$ cat src/rtl/mem_axi_window_bridge.sv
// AXI4 bridge between the Rocket memory master and the Zynq HP slave port: relocates
// in-window addresses into the PS DRAM window and answers out-of-window accesses with DECERR.
module mem_axi_window_bridge #(
    parameter int          ID_W     = 6,
    parameter int          DATA_W   = 64,
    parameter logic [31:0] IN_BASE  = 32'h8000_0000,
    parameter logic [31:0] OUT_BASE = 32'h1000_0000,
    parameter int          WIN_LOG2 = 28,
    parameter int          MAX_OUT  = 15,
    parameter int          WQ_DEPTH = 4
) (
    input  logic                clock,
    input  logic                reset_n,
    // Rocket side
    input  logic                s_axi_aw_valid,
    output logic                s_axi_aw_ready,
    input  logic [31:0]         s_axi_aw_addr,
    input  logic [ID_W-1:0]     s_axi_aw_id,
    input  logic [7:0]          s_axi_aw_len,
    input  logic [2:0]          s_axi_aw_size,
    input  logic [1:0]          s_axi_aw_burst,
    input  logic                s_axi_aw_lock,
    input  logic [3:0]          s_axi_aw_cache,
    input  logic [2:0]          s_axi_aw_prot,
    input  logic [3:0]          s_axi_aw_qos,
    input  logic                s_axi_w_valid,
    output logic                s_axi_w_ready,
    input  logic [DATA_W-1:0]   s_axi_w_data,
    input  logic [DATA_W/8-1:0] s_axi_w_strb,
    input  logic                s_axi_w_last,
    output logic                s_axi_b_valid,
    input  logic                s_axi_b_ready,
    output logic [ID_W-1:0]     s_axi_b_id,
    output logic [1:0]          s_axi_b_resp,
    input  logic                s_axi_ar_valid,
    output logic                s_axi_ar_ready,
    input  logic [31:0]         s_axi_ar_addr,
    input  logic [ID_W-1:0]     s_axi_ar_id,
    input  logic [7:0]          s_axi_ar_len,
    input  logic [2:0]          s_axi_ar_size,
    input  logic [1:0]          s_axi_ar_burst,
    input  logic                s_axi_ar_lock,
    input  logic [3:0]          s_axi_ar_cache,
    input  logic [2:0]          s_axi_ar_prot,
    input  logic [3:0]          s_axi_ar_qos,
    output logic                s_axi_r_valid,
    input  logic                s_axi_r_ready,
    output logic [ID_W-1:0]     s_axi_r_id,
    output logic [DATA_W-1:0]   s_axi_r_data,
    output logic [1:0]          s_axi_r_resp,
    output logic                s_axi_r_last,
    // PS HP side
    output logic                m_axi_aw_valid,
    input  logic                m_axi_aw_ready,
    output logic [31:0]         m_axi_aw_addr,
    output logic [ID_W-1:0]     m_axi_aw_id,
    output logic [7:0]          m_axi_aw_len,
    output logic [2:0]          m_axi_aw_size,
    output logic [1:0]          m_axi_aw_burst,
    output logic                m_axi_aw_lock,
    output logic [3:0]          m_axi_aw_cache,
    output logic [2:0]          m_axi_aw_prot,
    output logic [3:0]          m_axi_aw_qos,
    output logic                m_axi_w_valid,
    input  logic                m_axi_w_ready,
    output logic [DATA_W-1:0]   m_axi_w_data,
    output logic [DATA_W/8-1:0] m_axi_w_strb,
    output logic                m_axi_w_last,
    input  logic                m_axi_b_valid,
    output logic                m_axi_b_ready,
    input  logic [ID_W-1:0]     m_axi_b_id,
    input  logic [1:0]          m_axi_b_resp,
    output logic                m_axi_ar_valid,
    input  logic                m_axi_ar_ready,
    output logic [31:0]         m_axi_ar_addr,
    output logic [ID_W-1:0]     m_axi_ar_id,
    output logic [7:0]          m_axi_ar_len,
    output logic [2:0]          m_axi_ar_size,
    output logic [1:0]          m_axi_ar_burst,
    output logic                m_axi_ar_lock,
    output logic [3:0]          m_axi_ar_cache,
    output logic [2:0]          m_axi_ar_prot,
    output logic [3:0]          m_axi_ar_qos,
    input  logic                m_axi_r_valid,
    output logic                m_axi_r_ready,
    input  logic [ID_W-1:0]     m_axi_r_id,
    input  logic [DATA_W-1:0]   m_axi_r_data,
    input  logic [1:0]          m_axi_r_resp,
    input  logic                m_axi_r_last,
    output logic [15:0]         err_wr_cnt,
    output logic [15:0]         err_rd_cnt
);

    localparam int CNT_W = $clog2(MAX_OUT + 1);
    localparam int PTR_W = $clog2(WQ_DEPTH);
    localparam logic [CNT_W-1:0] MAX_C  = CNT_W'(MAX_OUT);
    localparam logic [PTR_W:0]   WQ_FULL = (PTR_W+1)'(WQ_DEPTH);

    typedef struct packed {
        logic [31:0]     addr;
        logic [ID_W-1:0] id;
        logic [7:0]      len;
        logic [2:0]      size;
        logic [1:0]      burst;
        logic            lock;
        logic [3:0]      cache;
        logic [2:0]      prot;
        logic [3:0]      qos;
    } ax_t;

    typedef enum logic [1:0] {W_IDLE, W_WAIT, W_DRAIN, W_RESP} wst_t;
    typedef enum logic [1:0] {R_IDLE, R_WAIT, R_RESP} rst_t;

    function automatic logic in_win(input logic [31:0] a);
        return a[31:WIN_LOG2] == IN_BASE[31:WIN_LOG2];
    endfunction

    // Holds every ready low through reset and the first cycle after it.
    logic run_q;

    ax_t  aw_q, ar_q, aw_in, ar_in;
    logic aw_full_q, ar_full_q;
    logic [CNT_W-1:0] wcnt_q, wcnt_d, rcnt_q, rcnt_d;
    wst_t wst_q, wst_d;
    rst_t rst_q, rst_d;
    logic [ID_W-1:0] bid_q, rid_q;
    logic [7:0]      rlen_q, rbeat_q;
    logic [15:0]     err_wr_q, err_rd_q;

    logic [WQ_DEPTH-1:0] wq_mem_q;
    logic [PTR_W-1:0]    wq_wr_q, wq_rd_q;
    logic [PTR_W:0]      wq_cnt_q;
    logic wq_empty, wq_full, wq_push, wq_pop, wq_head_hit;

    logic aw_hit, ar_hit, aw_fire, ar_fire, aw_miss_pop, ar_miss_pop;
    logic b_dec, r_dec, wr_err_done, rd_err_done, r_local_last;

    assign aw_in = '{addr: s_axi_aw_addr, id: s_axi_aw_id, len: s_axi_aw_len,
                     size: s_axi_aw_size, burst: s_axi_aw_burst, lock: s_axi_aw_lock,
                     cache: s_axi_aw_cache, prot: s_axi_aw_prot, qos: s_axi_aw_qos};
    assign ar_in = '{addr: s_axi_ar_addr, id: s_axi_ar_id, len: s_axi_ar_len,
                     size: s_axi_ar_size, burst: s_axi_ar_burst, lock: s_axi_ar_lock,
                     cache: s_axi_ar_cache, prot: s_axi_ar_prot, qos: s_axi_ar_qos};

    assign aw_hit = in_win(aw_q.addr);
    assign ar_hit = in_win(ar_q.addr);

    // AW issue
    assign m_axi_aw_valid = aw_full_q && aw_hit && (wcnt_q < MAX_C) && !wq_full && (wst_q == W_IDLE);
    assign aw_fire        = m_axi_aw_valid && m_axi_aw_ready;
    assign aw_miss_pop    = (wst_q == W_WAIT) && wq_empty && (wcnt_q == '0);
    assign s_axi_aw_ready = run_q && (!aw_full_q || aw_fire);
    assign m_axi_aw_addr  = {OUT_BASE[31:WIN_LOG2], aw_q.addr[WIN_LOG2-1:0]};
    assign m_axi_aw_id    = aw_q.id;
    assign m_axi_aw_len   = aw_q.len;
    assign m_axi_aw_size  = aw_q.size;
    assign m_axi_aw_burst = aw_q.burst;
    assign m_axi_aw_lock  = aw_q.lock;
    assign m_axi_aw_cache = aw_q.cache;
    assign m_axi_aw_prot  = aw_q.prot;
    assign m_axi_aw_qos   = aw_q.qos;

    // AR issue
    assign m_axi_ar_valid = ar_full_q && ar_hit && (rcnt_q < MAX_C) && (rst_q == R_IDLE);
    assign ar_fire        = m_axi_ar_valid && m_axi_ar_ready;
    assign ar_miss_pop    = (rst_q == R_WAIT) && (rcnt_q == '0);
    assign s_axi_ar_ready = run_q && (!ar_full_q || ar_fire);
    assign m_axi_ar_addr  = {OUT_BASE[31:WIN_LOG2], ar_q.addr[WIN_LOG2-1:0]};
    assign m_axi_ar_id    = ar_q.id;
    assign m_axi_ar_len   = ar_q.len;
    assign m_axi_ar_size  = ar_q.size;
    assign m_axi_ar_burst = ar_q.burst;
    assign m_axi_ar_lock  = ar_q.lock;
    assign m_axi_ar_cache = ar_q.cache;
    assign m_axi_ar_prot  = ar_q.prot;
    assign m_axi_ar_qos   = ar_q.qos;

    // W routing: FIFO entry 1 = forward to PS, 0 = sink locally
    assign wq_empty    = (wq_cnt_q == '0);
    assign wq_full     = (wq_cnt_q == WQ_FULL);
    assign wq_head_hit = wq_mem_q[wq_rd_q];
    assign wq_push     = aw_fire || aw_miss_pop;
    assign s_axi_w_ready = !wq_empty && (wq_head_hit ? m_axi_w_ready : 1'b1);
    assign wq_pop        = s_axi_w_valid && s_axi_w_ready && s_axi_w_last;
    assign m_axi_w_valid = !wq_empty && wq_head_hit && s_axi_w_valid;
    assign m_axi_w_data  = s_axi_w_data;
    assign m_axi_w_strb  = s_axi_w_strb;
    assign m_axi_w_last  = s_axi_w_last;

    // B mux: the local response owns the channel only in W_RESP
    assign s_axi_b_valid = (wst_q == W_RESP) ? 1'b1 : (run_q && m_axi_b_valid);
    assign s_axi_b_id    = (wst_q == W_RESP) ? bid_q : m_axi_b_id;
    assign s_axi_b_resp  = (wst_q == W_RESP) ? 2'b11 : m_axi_b_resp;
    assign m_axi_b_ready = run_q && (wst_q != W_RESP) && s_axi_b_ready;
    assign b_dec         = m_axi_b_valid && m_axi_b_ready;
    assign wr_err_done   = (wst_q == W_RESP) && s_axi_b_ready;

    // R mux
    assign r_local_last  = (rbeat_q == rlen_q);
    assign s_axi_r_valid = (rst_q == R_RESP) ? 1'b1 : (run_q && m_axi_r_valid);
    assign s_axi_r_id    = (rst_q == R_RESP) ? rid_q : m_axi_r_id;
    assign s_axi_r_data  = (rst_q == R_RESP) ? '0 : m_axi_r_data;
    assign s_axi_r_resp  = (rst_q == R_RESP) ? 2'b11 : m_axi_r_resp;
    assign s_axi_r_last  = (rst_q == R_RESP) ? r_local_last : m_axi_r_last;
    assign m_axi_r_ready = run_q && (rst_q != R_RESP) && s_axi_r_ready;
    assign r_dec         = m_axi_r_valid && m_axi_r_ready && m_axi_r_last;
    assign rd_err_done   = (rst_q == R_RESP) && s_axi_r_ready && r_local_last;

    assign err_wr_cnt = err_wr_q;
    assign err_rd_cnt = err_rd_q;

    always_comb begin
        wcnt_d = wcnt_q;
        if (aw_fire && !b_dec)
            wcnt_d = wcnt_q + 1'b1;
        else if (!aw_fire && b_dec && wcnt_q != '0)
            wcnt_d = wcnt_q - 1'b1;
        rcnt_d = rcnt_q;
        if (ar_fire && !r_dec)
            rcnt_d = rcnt_q + 1'b1;
        else if (!ar_fire && r_dec && rcnt_q != '0)
            rcnt_d = rcnt_q - 1'b1;
    end

    always_comb begin
        wst_d = wst_q;
        case (wst_q)
            W_IDLE:  if (aw_full_q && !aw_hit) wst_d = W_WAIT;
            W_WAIT:  if (aw_miss_pop)          wst_d = W_DRAIN;
            W_DRAIN: if (wq_pop)               wst_d = W_RESP;
            W_RESP:  if (s_axi_b_ready)        wst_d = W_IDLE;
            default:                           wst_d = W_IDLE;
        endcase
        rst_d = rst_q;
        case (rst_q)
            R_IDLE:  if (ar_full_q && !ar_hit) rst_d = R_WAIT;
            R_WAIT:  if (ar_miss_pop)          rst_d = R_RESP;
            R_RESP:  if (rd_err_done)          rst_d = R_IDLE;
            default:                           rst_d = R_IDLE;
        endcase
    end

    always_ff @(posedge clock or negedge reset_n) begin
        if (!reset_n) begin
            run_q     <= 1'b0;
            aw_full_q <= 1'b0;
            ar_full_q <= 1'b0;
            aw_q      <= '0;
            ar_q      <= '0;
            wcnt_q    <= '0;
            rcnt_q    <= '0;
            wst_q     <= W_IDLE;
            rst_q     <= R_IDLE;
            bid_q     <= '0;
            rid_q     <= '0;
            rlen_q    <= '0;
            rbeat_q   <= '0;
            err_wr_q  <= '0;
            err_rd_q  <= '0;
            wq_mem_q  <= '0;
            wq_wr_q   <= '0;
            wq_rd_q   <= '0;
            wq_cnt_q  <= '0;
        end else begin
            run_q  <= 1'b1;
            wcnt_q <= wcnt_d;
            rcnt_q <= rcnt_d;
            wst_q  <= wst_d;
            rst_q  <= rst_d;

            if (s_axi_aw_valid && s_axi_aw_ready) begin
                aw_q      <= aw_in;
                aw_full_q <= 1'b1;
            end else if (aw_fire || aw_miss_pop) begin
                aw_full_q <= 1'b0;
            end
            if (s_axi_ar_valid && s_axi_ar_ready) begin
                ar_q      <= ar_in;
                ar_full_q <= 1'b1;
            end else if (ar_fire || ar_miss_pop) begin
                ar_full_q <= 1'b0;
            end

            if (wq_push) begin
                wq_mem_q[wq_wr_q] <= aw_fire;
                wq_wr_q           <= wq_wr_q + 1'b1;
            end
            if (wq_pop)
                wq_rd_q <= wq_rd_q + 1'b1;
            if (wq_push && !wq_pop)
                wq_cnt_q <= wq_cnt_q + 1'b1;
            else if (!wq_push && wq_pop)
                wq_cnt_q <= wq_cnt_q - 1'b1;

            if (aw_miss_pop)
                bid_q <= aw_q.id;
            if (wr_err_done && err_wr_q != 16'hFFFF)
                err_wr_q <= err_wr_q + 1'b1;

            if (ar_miss_pop) begin
                rid_q   <= ar_q.id;
                rlen_q  <= ar_q.len;
                rbeat_q <= '0;
            end else if (rst_q == R_RESP && s_axi_r_ready) begin
                rbeat_q <= rbeat_q + 1'b1;
            end
            if (rd_err_done && err_rd_q != 16'hFFFF)
                err_rd_q <= err_rd_q + 1'b1;
        end
    end

    // A response with no matching outstanding request means the PS or the counters are broken.
    always_ff @(posedge clock) begin
        if (reset_n) begin
            assert (!(b_dec && wcnt_q == '0));
            assert (!(r_dec && rcnt_q == '0));
        end
    end

endmodule
$ cat config.mk
export PLATFORM = sky130hd
export DESIGN_NAME = mem_axi_window_bridge
export DESIGN_NICKNAME = d
export VERILOG_FILES = /design/src/rtl/mem_axi_window_bridge.sv
export SDC_FILE = /design/constraint.sdc
export NUM_CORES = 1
export LEC_CHECK = 0
export BUFFER_PORTS_ARGS = -buffer_cell sky130_fd_sc_hd__buf_2
export CORE_AREA = 3 3 235 237
export CTS_CLUSTER_SIZE = 12
export DETAILED_ROUTE_END_ITERATION = 10
export DIE_AREA = 0 0 238 240
export HOLD_SLACK_MARGIN = 0.06
export MAX_ROUTING_LAYER = met4
export PLACE_DENSITY_LB_ADDON = 0.2
export SLEW_MARGIN = 20
export SYNTH_ARGS = -nofsm -noshare
export SYNTH_HDL_FRONTEND = slang
export SYNTH_SLANG_ARGS = --single-unit
$ cat constraint.sdc
create_clock -name clock -period 3 [get_ports clock]
set_input_delay 0.3 -clock clock [delete_from_list [all_inputs] [get_ports clock]]
set_output_delay 0.3 -clock clock [all_outputs]
set_load 0.01 [all_outputs]
[Word level (Yosys, flattened, before mapping)]
Index checks and enable logic that the tools add are counted.
Operators by class
  eq/ne operators: 20
  magnitude comparators: 5
  muxes and demuxes: 35
  reductions and logical operators: 77
  add/sub/neg operators: 11
Operator list (number)
  $mux W64: 1
  $logic_and A1 B1 Y1: 46
  $add A16 B1 Y16 const B: 2
  $ne A16 B16 Y1 const B: 2
  $mux W2: 9
  $mux W4: 4
  $mux W8: 2
  $ne A2 B2 Y1 const B: 7
  $logic_not A1 Y1: 12
  $mux W6: 2
  $reduce_bool A2 Y1: 6
  $mux W1: 10
  $add A4 B1 Y4 const B: 2
  $add A8 B1 Y8 const B: 1
  $eq A4 B4 Y1 const B: 2
  $eq A8 B8 Y1: 1
  $logic_not A4 Y1: 2
  $lt A4 B4 Y1 const B: 2
  $pmux W2 S4: 1
  $reduce_bool A4 Y1: 2
  $sub A4 B1 Y4 const B: 2
  $eq A2 B2 Y1 const B: 3
  $lt A2 B3 Y1 const B: 2
  $mux W3: 2
  other kinds (16): 23
Word-level totals
  bits of input ports: 292
  flip-flop bits (word level): 212
  logic and storage cells: 183

[Longest topological paths before layout]
  depth after elaboration: 11
  gate-level depth with buffers: 14

[Least setup slack after synthesis]
Ideal clock, no wire load.
  kind: register to register
  from: register wst_q[0]
  to: register wq_cnt_q[1]
  setup slack: 0.479 ns
  arrival time: 2.396 ns
  period minus slack after synthesis: 2.521 ns
  cell stages (with the launch flop): 13
  required time: 2.875 ns
  path buffers: 1
  path through: dfrtp_1 -> inv_1 -> ha_1 -> nand2_1 -> and4bb_1 -> and2_1 -> buf_4 -> nor2_1 -> inv_1 -> ha_1 -> inv_1 -> fa_1 -> mux2_2
Between the ends
  word-level cells in the longest chain between the ends: 7
RTL lines
  start: declaration: RTL line 124  | wst_t wst_q, wst_d;
  start signal: assignment: RTL line 268  | wst_q <= wst_d;
  $logic_not A2 Y1 *: RTL line 149  | assign m_axi_aw_valid = aw_full_q && aw_hit && (wcnt_q < MAX_C) && !wq_full && (wst_q == W_IDLE);
  $logic_and A1 B1 Y1 *: RTL line 149
  net m_axi_aw_valid: RTL line 53  | output logic m_axi_aw_valid,
  $logic_and A1 B1 Y1 *: RTL line 150  | assign aw_fire = m_axi_aw_valid && m_axi_aw_ready;
  $logic_or A1 B1 Y1 *: RTL line 182  | assign wq_push = aw_fire || aw_miss_pop;
  net wq_push: RTL line 133  | logic wq_empty, wq_full, wq_push, wq_pop, wq_head_hit;
  $logic_not A1 Y1: RTL line 292  | else if (!wq_push && wq_pop)
  $logic_and A1 B1 Y1: RTL line 292
  $reduce_bool A2 Y1 (no line)
  end signal: assignment: RTL line 291  | wq_cnt_q <= wq_cnt_q + 1'b1;
  end signal: assignment: RTL line 293  | wq_cnt_q <= wq_cnt_q - 1'b1;
  end: declaration: RTL line 132  | logic [PTR_W:0] wq_cnt_q;
Mark *: on every way through the listed nets, which the timed path passes. The rest lies on a longest branch.
A chain may end at the register's enable or synchronous reset.

[Final worst setup path]
  from: register wst_q[0]
  to: register wcnt_q[3]
Between the ends
  word-level cells in the longest chain between the ends: 7
RTL lines
  $ne A2 B2 Y1 / $logic_not A2 Y1 (equally long branches): RTL line 194, 149
  $logic_and A1 B1 Y1, on equally long branches: RTL line 194, 149
  $logic_and A1 B1 Y1, on equally long branches: RTL line 194, 150
  $logic_and A1 B1 Y1 / $logic_not A1 Y1 (equally long branches): RTL line 195, 216
  $logic_not A1 Y1 / $logic_and A1 B1 Y1 (equally long branches): RTL line 214, 216
  $logic_and A1 B1 Y1, on equally long branches: RTL line 214, 216
  $mux W4 / $reduce_bool A2 Y1 (equally long branches)
  end signal: assignment: RTL line 266  | wcnt_q <= wcnt_d;
  end: declaration: RTL line 123  | logic [CNT_W-1:0] wcnt_q, wcnt_d, rcnt_q, rcnt_d;
Parallel ways exist; a longest one is shown, timed or not.

==> results.json <==
{
  "outcome": "finished clean",
  "busiest_layer": "met2",
  "tightest_slew_ns": 0.675,
  "timing.fmax_mhz": 390,
  "dr.pass1.iters": 4,
  "place_congestion": 0.769,
  "h-tree-depth": 1,
  "synth_top_area_share_pct": 46.6,
  "core_area_um2": 53500,
  "setup_violations": 0,
  "cts-root-buf": "clkbuf_16",
  "cts_buffers": 28,
  "synth_edf_count": 0,
  "synthTopCellsByArea": "dfrtp_1 (47%), buf_4 (13%), mux2_1 (8.3%)",
  "ys_types": 50,
  "synth-main-ff-cell": "dfrtp_1",
  "grt_pass1_wl_um": 55800,
  "worstSetupEndpointType": "flop",
  "ir_drop_v": 0.000408,
  "hold_path.class": "input pin to flop",
  "grt_max_degree": 70,
  "maxSlewHeadroom_pct": 54.6,
  "cts_setup_buffers": 0,
  "syn_area_per_cell_um2": 11.5,
  "grt_pass1_vias": 8795,
  "die_h_um": 240,
  "overflow": 0,
  "vias_per_cell": 3.99,
  "fin_tns_setup_ns": 0,
  "netlist.top_cell.by_area": "dfrtp_1",
  "drc": 0,
  "rsz0062_at_grt": "no",
  "io_buffer_count": 461,
  "arrival_ns": 3.00,
  "slew_violations": 0,
  "met2_usage_pct": 22.5,
  "skew_ns": 0.0181,
  "clock_path_buffers": 3,
  "drt_iter0_drc": 243,
  "p_leak_nw": 7.73,
  "dpl.hpwl_um": 29900,
  "avgRoutedWirePerCell_um": 18.1,
  "critPathKind": "flop to flop",
  "drive_gt1_share_pct": 42.9,
  "grt_usage_pct": 13.1,
  "die_area_um2": 57100,
  "post_dp_cell_area_um2": 13200,
  "ioPinCount": 614,
  "area_growth_pct": 36.4,
  "hold_violations": 0,
  "dr_total_vias": 8461,
  "rows": 85,
  "min_period_over_period_pct": 85.6,
  "drv_cap": 0,
  "fin_nets": 1715,
  "synth-seq-cells": 212,
  "final_area_um2": 15500,
  "cts_tree": "done",
  "ys_async_sr_fraction_pct": 100,
  "clock_latency_ns": 0.56,
  "met3_usage_pct": 5.21,
  "clk_pin_slew_ns": 0.06,
  "mappedNetlistArea_um2": 11400,
  "cp.required_ns": 3.44,
  "seq_area_frac_synth_pct": 46.6,
  "antenna_found_initial": 7,
  "path_max_fanout": 5,
  "syn_inst": 986,
  "critPathLaunchType": "flop",
  "die_w_um": 238,
  "routed_wl_um": 38400,
  "clock_sinks": 212,
  "floorplan.initialDensity_pct": 21.3,
  "drtAntennaViolNets": 0,
  "yosysWarningCount": 0,
  "period_minus_slack_ns": 2.57,
  "grt.met1_usage_pct": 14.1,
  "p_per_area_nw_per_um2": 904
}
-- cell usage after synthesis (5+ instances only) --
cell / instances
buf_2: 9
nand4_1: 14
inv_1: 12
nand2_1: 99
nand2b_1: 7
and4_1: 5
a22o_1: 5
dfrtp_1: 212
clkbuf_1: 14
buf_4: 198
mux2_2: 7
nor2_1: 28
nor3b_1: 5
mux2_1: 84
nand3_1: 13
nor4_1: 5
and3_1: 6
a21oi_1: 9
and2_1: 69
ha_1: 17
xor2_1: 37
mux2_4: 59
nor3_1: 6
xnor2_1: 17
buf_6: 7
-- report_power, final --
| part | total (W) | leakage (nW) | internal, W | switching, W |
|---|---|---|---|---|
| clock | 0.00377 | 0.518 | 0.00241 | 0.00136 |
| combinational | 0.00529 | 4.59 | 0.00267 | 0.00263 |
| sequential | 0.00495 | 2.62 | 0.00410 | 0.000857 |
| total | 0.0140 | 7.73 | 0.00917 | 0.00485 |
-- cells by family (layout without fill, tap and decap cells) --
group | count (synthesis) | after routing | synth area share, %
simple gates | 278 | 278 | 12.9
buf+inv | 241 | 671 | 15.1
flops | 212 | 212 | 46.6
mux | 152 | 152 | 17.1
xor+xnor | 54 | 54 | 4.16
compound gates | 27 | 27 | 1.73
fa+ha+maj | 20 | 20 | 2.40
other cells | 2 | 12 | 0.0660
-- layout make-up --
class,count,area [um2]
fill,5580,38000
multi-input combinational,540,4410
clock inverter,14,238
timing repair buffer,609,3820
inverter,12,45.0
sequential,212,5310
tap,696,871
clock buffer,36,811
antenna,3,7.51
-- critical path, cell delays in order (launching register included) --
cell and delay, ns:
dfrtp_1 0.41, inv_1 0.12, ha_1 0.17, nand2_1 0.05
and4bb_1 0.28, and2_1 0.23, nand2_1 0.15, ha_1 0.30
a21o_1 0.18, a21oi_1 0.18, nor2_1 0.07, a22o_1 0.19
xor2_1 0.14
-- final timing paths --
kind | start | to | slack (ns) | depth (start not counted)
hold reg to reg | rid_q[3] | rid_q[3] | 0.48 | 2
max in group asynchronous | reset_n | err_rd_cnt[9] | 1.89 | 3
min in group asynchronous | reset_n | m_axi_aw_cache[0] | 0.28 | 2
hold / removal | s_axi_w_last | wq_rd_q[0] | 0.18 | 3
setup reg to reg | wst_q[0] | wcnt_q[3] | 0.43 | 12
setup / recovery | wst_q[0] | wcnt_q[3] | 0.43 | 12
-- metrics by stage --
| step | power [W] | setup slack (ns) | instances | hold slack (ns) | utilization [%] |
|---|---|---|---|---|---|
| 2_1_floorplan | 0.00907 | 0.479 | 993 | 0.00441 | - |
| 3_3_place_gp | 0.0102 | 0.332 | 1942 | 0.317 | 24.6 |
| 3_5_place_dp | 0.0103 | 0.296 | 1942 | 0.311 | 24.6 |
| 4_1_cts | 0.0143 | 0.233 | 2119 | 0.154 | 29.0 |
| 5_1_grt | 0.0150 | 0.143 | 2122 | 0.204 | 29.0 |
| 6_report | 0.0140 | 0.433 | 2122 | 0.183 | 29.0 |
-- registers in the layout, indices dropped and copies added (netlist names), 8 cells and up --
signal	count
rlen_q	8
m_axi_aw_len	8
err_wr_cnt	16
rbeat_q	8
m_axi_aw_addr	28
err_rd_cnt	16
m_axi_ar_addr	28
m_axi_ar_len	8
-- routing by layer --
layer  up-vias  part of all wire, %
met5         -                    0
met4         0                  2.3
met3        61                   10
met2       422                   50
met1      4065                   37
li1       3913                    -
-- placed cells by master, fill, tap and decap left out, types with 4 or more instances in the layout --
master	count
nor4_1	5
clkbuf_16	28
nor3_1	6
buf_12	6
inv_1	12
xnor2_1	17
nor2_1	28
and4_1	5
nand3_1	13
and3_1	5
buf_4	15
bufinv_16	6
dfrtp_1	212
a21oi_1	9
clkinv_2	5
dlygate4sd3_1	127
mux2_1	84
nand4_1	14
xor2_1	37
nor3b_1	4
mux2_4	59
nand2b_1	6
buf_2	460
and2_1	69
a22o_1	5
conb_1	9
clkbuf_8	8
ha_1	17
mux2_2	7
nand2_1	99
-- timing repair --
item                                   4_1_cts  5_1_grt
resized for setup                            0        1
hold buffers                               127        0
setup endpoints to repair                    0        1
endpoints found under the hold margin      191        0
No activity file was read; power rests on OpenSTA's default activity.
